===== src/rtl/sprite_pkg.sv =====
// sprite_pkg: shared types and constants for the sprite pixel fetch block.
//   COLOUR_W        palette colour width
//   ELEMENT_W       sprite memory element (bank) select width
//   COORD_W/SIZE_W  pixel coordinate and sprite side-length widths
//   TRANSPARENT_DEF default see-through colour
//   slot_t          one sprite placement entry
//   state_t         fetch FSM states
package sprite_pkg;
  localparam int COLOUR_W  = 12;
  localparam int ELEMENT_W = 3;
  localparam int COORD_W   = 10;
  localparam int SIZE_W    = 6;

  localparam logic [COLOUR_W-1:0] TRANSPARENT_DEF = 12'h000;

  typedef struct packed {
    logic                 en;
    logic [ELEMENT_W-1:0] element;
    logic [COORD_W-1:0]   x;
    logic [COORD_W-1:0]   y;
    logic [SIZE_W-1:0]    size;
  } slot_t;

  typedef enum logic [2:0] {
    ST_IDLE,
    ST_SCAN,
    ST_REQ,
    ST_WAIT,
    ST_DONE
  } state_t;
endpackage


===== src/rtl/sprite_hit_test.sv =====
// sprite_hit_test: combinational bounding-box test and linear texel address
// for one sprite placement.
//   slot_i  placement entry under test
//   px_i    pixel x
//   py_i    pixel y
//   hit_o   pixel lies inside an enabled sprite
//   addr_o  (py-y)*size + (px-x), truncated to ADDR_W (meaningful only on hit)
module sprite_hit_test
  import sprite_pkg::*;
#(
  parameter int ADDR_W = 10
) (
  input  slot_t              slot_i,
  input  logic [COORD_W-1:0] px_i,
  input  logic [COORD_W-1:0] py_i,
  output logic               hit_o,
  output logic [ADDR_W-1:0]  addr_o
);
  logic [COORD_W:0]     x_end, y_end;
  logic [COORD_W-1:0]   dx, dy;
  logic [2*COORD_W-1:0] lin;
  logic                 unused_hi;

  // One extra bit so a sprite near the right/bottom edge cannot wrap to 0
  // and produce a false hit on small coordinates.
  assign x_end = {1'b0, slot_i.x} + {{(COORD_W+1-SIZE_W){1'b0}}, slot_i.size};
  assign y_end = {1'b0, slot_i.y} + {{(COORD_W+1-SIZE_W){1'b0}}, slot_i.size};

  assign hit_o = slot_i.en &&
                 (px_i >= slot_i.x) && ({1'b0, px_i} < x_end) &&
                 (py_i >= slot_i.y) && ({1'b0, py_i} < y_end);

  assign dx  = px_i - slot_i.x;
  assign dy  = py_i - slot_i.y;
  assign lin = ({{COORD_W{1'b0}}, dy} * {{(2*COORD_W-SIZE_W){1'b0}}, slot_i.size})
             + {{COORD_W{1'b0}}, dx};

  assign addr_o    = lin[ADDR_W-1:0];
  assign unused_hi = ^lin[2*COORD_W-1:ADDR_W];
endmodule


===== src/rtl/sprite_pixel_fetch.sv =====
// sprite_pixel_fetch: per-pixel priority scan of the sprite placement table,
// one read per hit slot to the sprite memory bank, final colour out.
// Optional feature macro: SPRITE_FETCH_TRANSPARENCY_EN -- when defined, a
// returned TRANSPARENT colour continues the scan with the next slot.
// Ports:
//   clk_i, reset_i                 clock, synchronous active-high reset
//   pix_valid_i, pix_x_i, pix_y_i  pixel request (ignored while busy_o)
//   bg_colour_i                    fallback colour
//   busy_o                         fetch in progress
//   colour_out_o, colour_valid_o   result and its one-cycle strobe
//   slot_we_i ... slot_size_i      placement table write port
//   mem_read_enable_o, mem_element_o, mem_address_o   read request
//   mem_dataout_i, mem_ready_i     read response
//   err_timeout_o                  sticky memory timeout flag
// Element select width is sprite_pkg::ELEMENT_W.
module sprite_pixel_fetch
  import sprite_pkg::*;
#(
  parameter int                  NUM_SLOTS   = 4,
  parameter int                  ADDR_W      = 10,
  parameter int                  TIMEOUT     = 15,
  parameter logic [COLOUR_W-1:0] TRANSPARENT = TRANSPARENT_DEF,
  localparam int                 IDX_W       = $clog2(NUM_SLOTS)
) (
  input  logic                 clk_i,
  input  logic                 reset_i,
  input  logic                 pix_valid_i,
  input  logic [COORD_W-1:0]   pix_x_i,
  input  logic [COORD_W-1:0]   pix_y_i,
  input  logic [COLOUR_W-1:0]  bg_colour_i,
  output logic                 busy_o,
  output logic [COLOUR_W-1:0]  colour_out_o,
  output logic                 colour_valid_o,
  input  logic                 slot_we_i,
  input  logic [IDX_W-1:0]     slot_idx_i,
  input  logic                 slot_en_i,
  input  logic [ELEMENT_W-1:0] slot_element_i,
  input  logic [COORD_W-1:0]   slot_x_i,
  input  logic [COORD_W-1:0]   slot_y_i,
  input  logic [SIZE_W-1:0]    slot_size_i,
  output logic                 mem_read_enable_o,
  output logic [ELEMENT_W-1:0] mem_element_o,
  output logic [ADDR_W-1:0]    mem_address_o,
  input  logic [COLOUR_W-1:0]  mem_dataout_i,
  input  logic                 mem_ready_i,
  output logic                 err_timeout_o
);
  localparam int                CNT_W    = $clog2(TIMEOUT + 1);
  localparam logic [IDX_W:0]    IDX_END  = (IDX_W+1)'(NUM_SLOTS);
  localparam logic [CNT_W-1:0]  CNT_LAST = CNT_W'(TIMEOUT - 1);

  slot_t                slot_q [NUM_SLOTS];
  state_t               state_q;
  // One bit wider than a slot index: IDX_END marks "all slots exhausted",
  // which costs one extra SCAN cycle before DONE on the fallback path.
  logic [IDX_W:0]       idx_q;
  logic [CNT_W-1:0]     cnt_q;
  logic [COORD_W-1:0]   px_q, py_q;
  logic [COLOUR_W-1:0]  bg_q, colour_q;
  logic                 busy_q, colour_valid_q, rd_en_q, err_q;
  logic [ELEMENT_W-1:0] elem_q;
  logic [ADDR_W-1:0]    addr_q;

  slot_t                cur_slot;
  logic                 cur_hit;
  logic [ADDR_W-1:0]    cur_addr;

  assign cur_slot = slot_q[idx_q[IDX_W-1:0]];

  sprite_hit_test #(.ADDR_W(ADDR_W)) u_hit (
    .slot_i (cur_slot),
    .px_i   (px_q),
    .py_i   (py_q),
    .hit_o  (cur_hit),
    .addr_o (cur_addr)
  );

`ifndef SPRITE_FETCH_TRANSPARENCY_EN
  logic unused_transparent;
  assign unused_transparent = ^TRANSPARENT;
`endif

  // Placement table: writes land next cycle, so a running scan picks up
  // whatever is in the table when it reaches each slot.
  always_ff @(posedge clk_i) begin
    if (reset_i) begin
      for (int k = 0; k < NUM_SLOTS; k++) slot_q[k] <= '0;
    end else if (slot_we_i) begin
      slot_q[slot_idx_i] <= '{en: slot_en_i, element: slot_element_i,
                              x: slot_x_i, y: slot_y_i, size: slot_size_i};
    end
  end

  always_ff @(posedge clk_i) begin
    if (reset_i) begin
      state_q        <= ST_IDLE;
      idx_q          <= '0;
      cnt_q          <= '0;
      px_q           <= '0;
      py_q           <= '0;
      bg_q           <= '0;
      colour_q       <= '0;
      busy_q         <= 1'b0;
      colour_valid_q <= 1'b0;
      rd_en_q        <= 1'b0;
      err_q          <= 1'b0;
      elem_q         <= '0;
      addr_q         <= '0;
    end else begin
      colour_valid_q <= 1'b0;
      rd_en_q        <= 1'b0;
      case (state_q)
        ST_IDLE: if (pix_valid_i) begin
          px_q    <= pix_x_i;
          py_q    <= pix_y_i;
          bg_q    <= bg_colour_i;
          idx_q   <= '0;
          busy_q  <= 1'b1;
          state_q <= ST_SCAN;
        end
        ST_SCAN: begin
          if (idx_q == IDX_END) begin
            colour_q       <= bg_q;
            colour_valid_q <= 1'b1;
            state_q        <= ST_DONE;
          end else if (cur_hit) begin
            rd_en_q <= 1'b1;
            addr_q  <= cur_addr;
            elem_q  <= cur_slot.element;
            state_q <= ST_REQ;
          end else begin
            idx_q <= idx_q + 1'b1;
          end
        end
        ST_REQ: begin
          cnt_q   <= '0;
          state_q <= ST_WAIT;
        end
        ST_WAIT: begin
          if (mem_ready_i) begin
`ifdef SPRITE_FETCH_TRANSPARENCY_EN
            if (mem_dataout_i == TRANSPARENT) begin
              idx_q   <= idx_q + 1'b1;
              state_q <= ST_SCAN;
            end else begin
              colour_q       <= mem_dataout_i;
              colour_valid_q <= 1'b1;
              state_q        <= ST_DONE;
            end
`else
            colour_q       <= mem_dataout_i;
            colour_valid_q <= 1'b1;
            state_q        <= ST_DONE;
`endif
          end else if (cnt_q == CNT_LAST) begin
            err_q   <= 1'b1;
            idx_q   <= idx_q + 1'b1;
            state_q <= ST_SCAN;
          end else begin
            cnt_q <= cnt_q + 1'b1;
          end
        end
        ST_DONE: begin
          busy_q  <= 1'b0;
          state_q <= ST_IDLE;
        end
        default: state_q <= ST_IDLE;
      endcase
    end
  end

  assign busy_o            = busy_q;
  assign colour_out_o      = colour_q;
  assign colour_valid_o    = colour_valid_q;
  assign mem_read_enable_o = rd_en_q;
  assign mem_element_o     = elem_q;
  assign mem_address_o     = addr_q;
  assign err_timeout_o     = err_q;
endmodule

===== config.mk =====
export PLATFORM = sky130hd
export DESIGN_NAME = sprite_pixel_fetch
export DESIGN_NICKNAME = d
export VERILOG_FILES = /design/src/rtl/sprite_pkg.sv /design/src/rtl/sprite_hit_test.sv /design/src/rtl/sprite_pixel_fetch.sv
export SDC_FILE = /design/constraint.sdc
export NUM_CORES = 1
export LEC_CHECK = 0
export CAP_MARGIN = 30
export CORE_MARGIN = 4
export CORE_UTILIZATION = 55
export CTS_CLUSTER_SIZE = 12
export DETAILED_ROUTE_END_ITERATION = 6
export PLACE_DENSITY = 0.77
export SYNTH_ARGS = -nofsm -noshare
export SYNTH_HDL_FRONTEND = slang
export SYNTH_SLANG_ARGS = --single-unit

===== constraint.sdc =====
create_clock -name clk_i -period 19.27 [get_ports clk_i]
set_input_delay 3.854 -clock clk_i [delete_from_list [all_inputs] [get_ports clk_i]]
set_output_delay 3.854 -clock clk_i [all_outputs]
set_load 0.02 [all_outputs]

==> impl_metrics.toml, run 1 <==
[placed_design]
gp_congestion = 0.9047
port_buffers = 109
placed_cells = 1370
dp_hpwl_um = 17130

[setup_path]
path_class = "flop to flop"
ff2ff_setup_slack_ns = 11.85
critical_path.cell_chain = "buf_4 -> mux4_2 -> inv_1 -> ha_1 -> nor2b_1 -> o21ba_2 -> o21ai_1 -> a21oi_1 -> a2111oi_0 -> nand2_1 -> fa_1 -> fa_1 -> fa_1 -> fa_1 -> xnor2_1 -> xnor2_1 -> xnor2_1 -> xnor2_1 -> xnor3_1 -> xnor2_1 -> xnor3_1 -> or4_1 -> nand3_1"
start_kind = "flop"
critPathRequiredTime_ns = 19.65
max_stage_delay_ns = 0.66
worstPathArrival_ns = 7.79
slowest_stage = "mux4_2"
critPathCaptureType = "flop"
path_common_cell = "xnor2_1"
worst-path-max-fanout = 30

[timing]
hold_viol = 0
slew_headroom_pct = 38.72
slew_violations = 0
fin_crit_sh_pct = 38.48
tns_ns = 0
setup_violations = 0
fmaxAchievable_ghz = 0.1349
rsz0062_at_grt = "no"
clock_skew_ns = 0.009241
min_period_ns = 7.415
worstMarginPinSlew_ns = 0.9192

[power_and_ir_drop]
switching_power_mw = 0.5590
p_leak_nw = 5.446
ir_worst_vdd_mv = 0.09393
switching_share_pct = 35.14
power_density_mw_per_mm2 = 119.5
clkPwrFrac_pct = 22.1
power.share.combinational_pct = 47.8
power.share.sequential_pct = 30.0
p_int_mw = 1.032

[outcome]
outcome = "complete, no violations"

[synthesis]
synth.yosys.seq_area_share_pct = 44.71
synth-main-ff-cell = "edfxtp_1"
ys_warn_count = 0
synth_top_area_cell = "edfxtp_1"
postSynthAreaPerCell_um2 = 11.08
synthTopCellsByArea = "edfxtp_1, dfxtp_1, ha_1"
synth_edf_count = 120
ys_async_sr_fraction_pct = 0
synth_nets = 1214
synth_seq_cells = 193
ys_types = 58
synth_area_mm2 = 0.01133
syn_inst = 1022
yosysTopAreaCellShare_pct = 31.81

[floorplan]
die_y_um = 151.5
num_rows = 52
die_w_um = 151.5
dieArea_mm2 = 0.02296
ios = 110
start_util_pct = 55.98
coreArea_mm2 = 0.02023

[clocking]
htree_levels = 4
path_clk_slew_ns = 0.07
post_cts_resized = 0
cts.sink_count = 193
clk_latency_ns = 0.44
root_buffer = "clkbuf_16"
cts_buffer_depth = 2
postCtsSetupRepairBufs = 0
cts_tree = "built"
numCtsBuffers = 17
hold_buffers = 0

[grt]
grt_pass1_vias = 7900
grt_first_pass_wirelength_um = 38900
grt_start_max_net_pins = 71
antenna_found_initial = 0
grt.overflow.total = 0
grtUsageTotal_pct = 22.04

[route]
drt_iter0_markers = 476
dr.pass1.iters = 5
drt-total-wl_um = 24070
num_vias = 7709
avgViaCountPerCell = 5.499
wl_per_cell_um = 17.16
drc = 0
ant_nets = 0

[layout]
antenna_cells = 0
nNetsFinal = 1311
layout-drive-gt1-share_pct = 7.509
fin_cells = 1402
syn2layout_area_growth_pct = 17.52

[job]
maxCapViolations = 0

[worst_hold_path]
hold_class = "flop to flop"
-- cell usage in the layout, fill, tap and decap left out, types with 4 or more instances in the layout --
master | Yosys | layout
nor2_1 | 44 | 44
mux4_2 | 29 | 29
o21bai_1 | 5 | 4
nor2b_1 | 16 | 15
dfxtp_1 | 73 | 72
xor2_1 | 11 | 11
buf_4 | 1 | 8
nand2_1 | 101 | 101
a21o_1 | 17 | 17
nand3_1 | 10 | 10
o21ai_0 | 14 | 14
mux2i_1 | 26 | 26
a211oi_1 | 18 | 18
a21oi_1 | 61 | 61
xnor2_1 | 24 | 24
edfxtp_1 | 120 | 120
nor3_1 | 10 | 9
nand2b_1 | 14 | 14
fa_1 | 40 | 40
clkbuf_16 | 0 | 17
and2_1 | 133 | 133
clkdlybuf4s50_1 | 0 | 108
inv_1 | 88 | 89
ha_1 | 71 | 71
-- critical path: cells and delay by family (launching register included) --
family	cells	cell delay, ns
adder cells (fa/ha/maj)	5	2.19
XOR/XNOR	7	1.58
AO/OA/AOI/OAI	4	1.16
AND/OR/NAND/NOR	4	0.85
multiplexers	1	0.66
buffers and inverters	2	0.57
flip-flops	1	0.31
-- cell type report --
cell class / instances / area, um2
flip-flops and latches: 193 / 5066
inverters: 88 / 330.3
fillers: 1515 / 6923
multi-input cells: 699 / 5792
repair buffers: 120 / 1204
well taps: 270 / 337.8
clock buffers: 18 / 429.2
clock inverters: 14 / 152.6
-- Yosys cell counts (10+ instances only) --
cell      instances
a211oi_1         18
ha_1             71
dfxtp_1          73
nor2b_1          16
inv_1            88
clkbuf_1         34
nor3_1           10
fa_1             40
nand2b_1         14
a21oi_1          61
o21ai_0          14
nand2_1         101
xor2_1           11
nand3_1          10
xnor2_1          24
a21o_1           17
edfxtp_1        120
mux2i_1          26
mux4_2           29
and2_1          133
nor2_1           44
-- power by group through the flow --
stage | Clock (mW) | Combinational, mW | Sequential [mW]
CTS | 0.357 | 0.772 | 0.477
detailed placement | 0 | 0.760 | 0.487
finish | 0.352 | 0.761 | 0.477
global route | 0.374 | 0.879 | 0.480
floorplan | 0 | 0.617 | 0.482
global placement | 0 | 0.733 | 0.485
-- cells by family after synthesis --
group | Yosys count | synth area share [%]
fa+ha+maj | 111 | 14.91
mux | 56 | 8.296
flops | 193 | 44.71
compound gates | 139 | 7.843
buf+inv | 130 | 4.507
simple gates | 356 | 16.62
xor+xnor | 37 | 3.104
-- path summary, 6_finish.rpt --
path                                               startpoint                            end  depth (start not counted)
worst min-delay path            mem_address_o[3]$_SDFFE_PP0P_  mem_address_o[3]$_SDFFE_PP0P_                          2
worst max-delay path                                     flop  mem_address_o[9]$_SDFFE_PP0P_                         23
worst max register to register                           flop  mem_address_o[9]$_SDFFE_PP0P_                         23
worst min register to register  mem_address_o[3]$_SDFFE_PP0P_  mem_address_o[3]$_SDFFE_PP0P_                          2
-- registers in the layout (all words and copies together), names as in the netlist, named ones only --
signal             cells
mem_address_o         10
idx_q                  3
colour_valid_o         1
state_q                3
err_timeout_o          1
px_q                  10
busy_o                 1
colour_out_o          12
slot_q               120
cnt_q                  4
mem_read_enable_o      1
mem_element_o          3
bg_q                  12
py_q                  10
-- per-stage QoR --
stage	total power [mW]	hold WS (ns)	setup WS, ns	util (%)	area (um2)
floorplan	1.099	0.4360	11.72	-	11330
finish	1.591	0.4523	11.85	65.79	13310
global route	1.733	0.4838	11.37	65.79	13310
detailed placement	1.246	0.4476	11.90	62.91	12730
CTS	1.607	0.4574	11.87	65.79	13310
global placement	1.218	0.4410	12.06	62.63	12670
-- routing by layer --
layer  global-route usage, %  vias up  wire (um)
met5                       0        -          0
met4                   7.098        0        541
met3                   4.551       41       1240
met2                   37.23      208      11800
met1                   28.68     3741      10480
li1                        -     3719          -
Note: power is estimated with default switching activity, not from simulation.
==> inputs of run 2 (changes only) <==
==> constraint.sdc (replaced) <==
create_clock -name clk_i -period 7 [get_ports clk_i]
set_input_delay 1.4 -clock clk_i [delete_from_list [all_inputs] [get_ports clk_i]]
set_output_delay 1.4 -clock clk_i [all_outputs]
set_load 0.02 [all_outputs]
==> impl_metrics.toml, run 2 (synthesis results as in run 1) <==
[route]
num_vias = 7696
drt-total-wl_um = 24180
drt_iter0_markers = 506
dr.pass1.iters = 7
ant_nets = 0
wl_per_cell_um = 17.15
avgViaCountPerCell = 5.458
drc = 0

[worst_hold_path]
min-delay-start = "mem_address_o[3]$_SDFFE_PP0P_"
hold_class = "flop to flop"

[job]
maxCapViolations = 0

[floorplan]
num_rows = 52
die_y_um = 151.5
coreArea_mm2 = 0.02023
die_w_um = 151.5
ios = 110
dieArea_mm2 = 0.02296
start_util_pct = 55.98

[setup_path]
critPathRequiredTime_ns = 7.39
start_kind = "flop"
critPathCaptureType = "flop"
slowest_stage = "mux4_2"
worstPathArrival_ns = 6.99
max_stage_delay_ns = 0.60
path_common_cell = "xnor2_1"
worst-path-max-fanout = 6
critical_path.cell_chain = "mux4_2 -> inv_1 -> ha_1 -> nor2b_1 -> o21ba_2 -> o21ai_1 -> nor4b_1 -> a2111oi_2 -> buf_4 -> nand2_1 -> fa_1 -> fa_1 -> fa_1 -> fa_1 -> xnor2_1 -> xnor2_1 -> xnor2_1 -> xnor2_1 -> xnor3_1 -> xnor2_1 -> xnor3_1 -> or4_1 -> nand3_1"
path_class = "flop to flop"

[power_and_ir_drop]
switching_share_pct = 37.06
power_density_mw_per_mm2 = 326.1
switching_power_mw = 1.623
ir_worst_vdd_mv = 0.3346
power.share.sequential_pct = 30.0
p_int_mw = 2.757
p_leak_nw = 5.479
clkPwrFrac_pct = 22.4
power.share.combinational_pct = 47.5

[timing]
fmaxAchievable_ghz = 0.1514
worstMarginPinSlew_ns = 0.9226
setup_violations = 0
slew_headroom_pct = 38.50
min_period_ns = 6.606
slew_violations = 0
rsz0062_at_grt = "no"
tns_ns = 0
setup_slack_ns = 0.3941
clock_skew_ns = 0.01428
hold_viol = 0
fin_crit_sh_pct = 94.37

[grt]
grt_first_pass_wirelength_um = 39230
grt_pass1_vias = 7781
grt.overflow.total = 0
grt_start_max_net_pins = 72
grtUsageTotal_pct = 22.14
antenna_found_initial = 0

[clocking]
path_clk_slew_ns = 0.08
cts.sink_count = 193
htree_levels = 4
hold_buffers = 0
root_buffer = "clkbuf_16"
numCtsBuffers = 17
clk_latency_ns = 0.45
cts_tree = "built"
cts_buffer_depth = 2

[layout]
layout-drive-gt1-share_pct = 8.860
syn2layout_area_growth_pct = 18.60
layout_commonest_cell = "and2_1"
antenna_cells = 0
nNetsFinal = 1319
final_cell_mix = "and2_1, edfxtp_1, clkdlybuf4s50_1"
largest_register_ffs = 120
largest-register = "slot_q"

[outcome]
outcome = "complete, no violations"

[placed_design]
preCtsSetupSlack_ns = 0.1038
port_buffers = 109
gp_congestion = 0.8847
dp_hpwl_um = 17410
## run 2: cell types whose count changed in the layout (fill, tap and decap cells not counted), sizes merged
cell,delta
clkinv,+2
bufinv,-3
inv,+2
buf,+8
clkbuf,-1
## run 2: worst paths after layout
check	cells after the start	to	slack (ns)
setup / recovery	23	mem_address_o[9]$_SDFFE_PP0P_	0.39
hold / removal	2	mem_address_o[3]$_SDFFE_PP0P_	0.45
setup reg to reg	23	mem_address_o[9]$_SDFFE_PP0P_	0.39
hold reg to reg	2	mem_address_o[3]$_SDFFE_PP0P_	0.45
## run 2: power groups by stage
stage          clock, mW  sequential (mW)  combinational (mW)
2_1_floorplan          0             1.33                1.70
3_3_place_gp           0             1.34                2.03
3_5_place_dp           0             1.34                2.10
4_1_cts            0.998             1.32                2.14
5_1_grt             1.04             1.32                2.38
6_report           0.983             1.31                2.08
## run 2: metrics by stage
stage                     cell area, um2  power (mW)  instances  hold WS [ns]  util, %
final                              13430       4.380       1410        0.4544    66.39
after global routing               13430       4.740       1410        0.4677    66.39
after CTS                          13380       4.456       1408        0.4579    66.14
after detailed placement           12790       3.446       1376        0.4479    63.20
after global placement             12720       3.369       1373        0.4429    62.85
after floorplan                    11340       3.027       1022        0.4360        -
## run 2: worst max-delay path: cells and delay by family (launching register included)
kind,cells,cell delay (ns)
AO/OA/AOI/OAI,3,0.52
XOR/XNOR,7,1.47
adder cells (fa/ha/maj),5,2.11
buffers and inverters,2,0.25
flip-flops,1,0.41
multiplexers,1,0.60
AND/OR/NAND/NOR,5,1.18
## run 2: layout make-up
cell class	count	area [um2]
Inverter	88	330.3
Tap cell	270	337.8
Multi-Input combinational cell	699	5816
Fill cell	1573	6800
Timing Repair Buffer	128	1287
Sequential cell	193	5070
Clock buffer	17	425.4
Clock inverter	15	167.7
## run 2: routing by layer
layer	share of wire [%]	up-vias	track usage [%]
met5	0	-	0
met4	2.1	0	6.334
met3	4.8	40	4.253
met2	49	199	37.12
met1	45	3717	29.61
li1	-	3740	-
## run 2: what timing repair did
action	in CTS	in global routing
buffers inserted	0	2
pin swaps	0	4
cloned	0	0
resized for setup	1	14
setup endpoints to repair	1	1
hold endpoints to repair	0	0
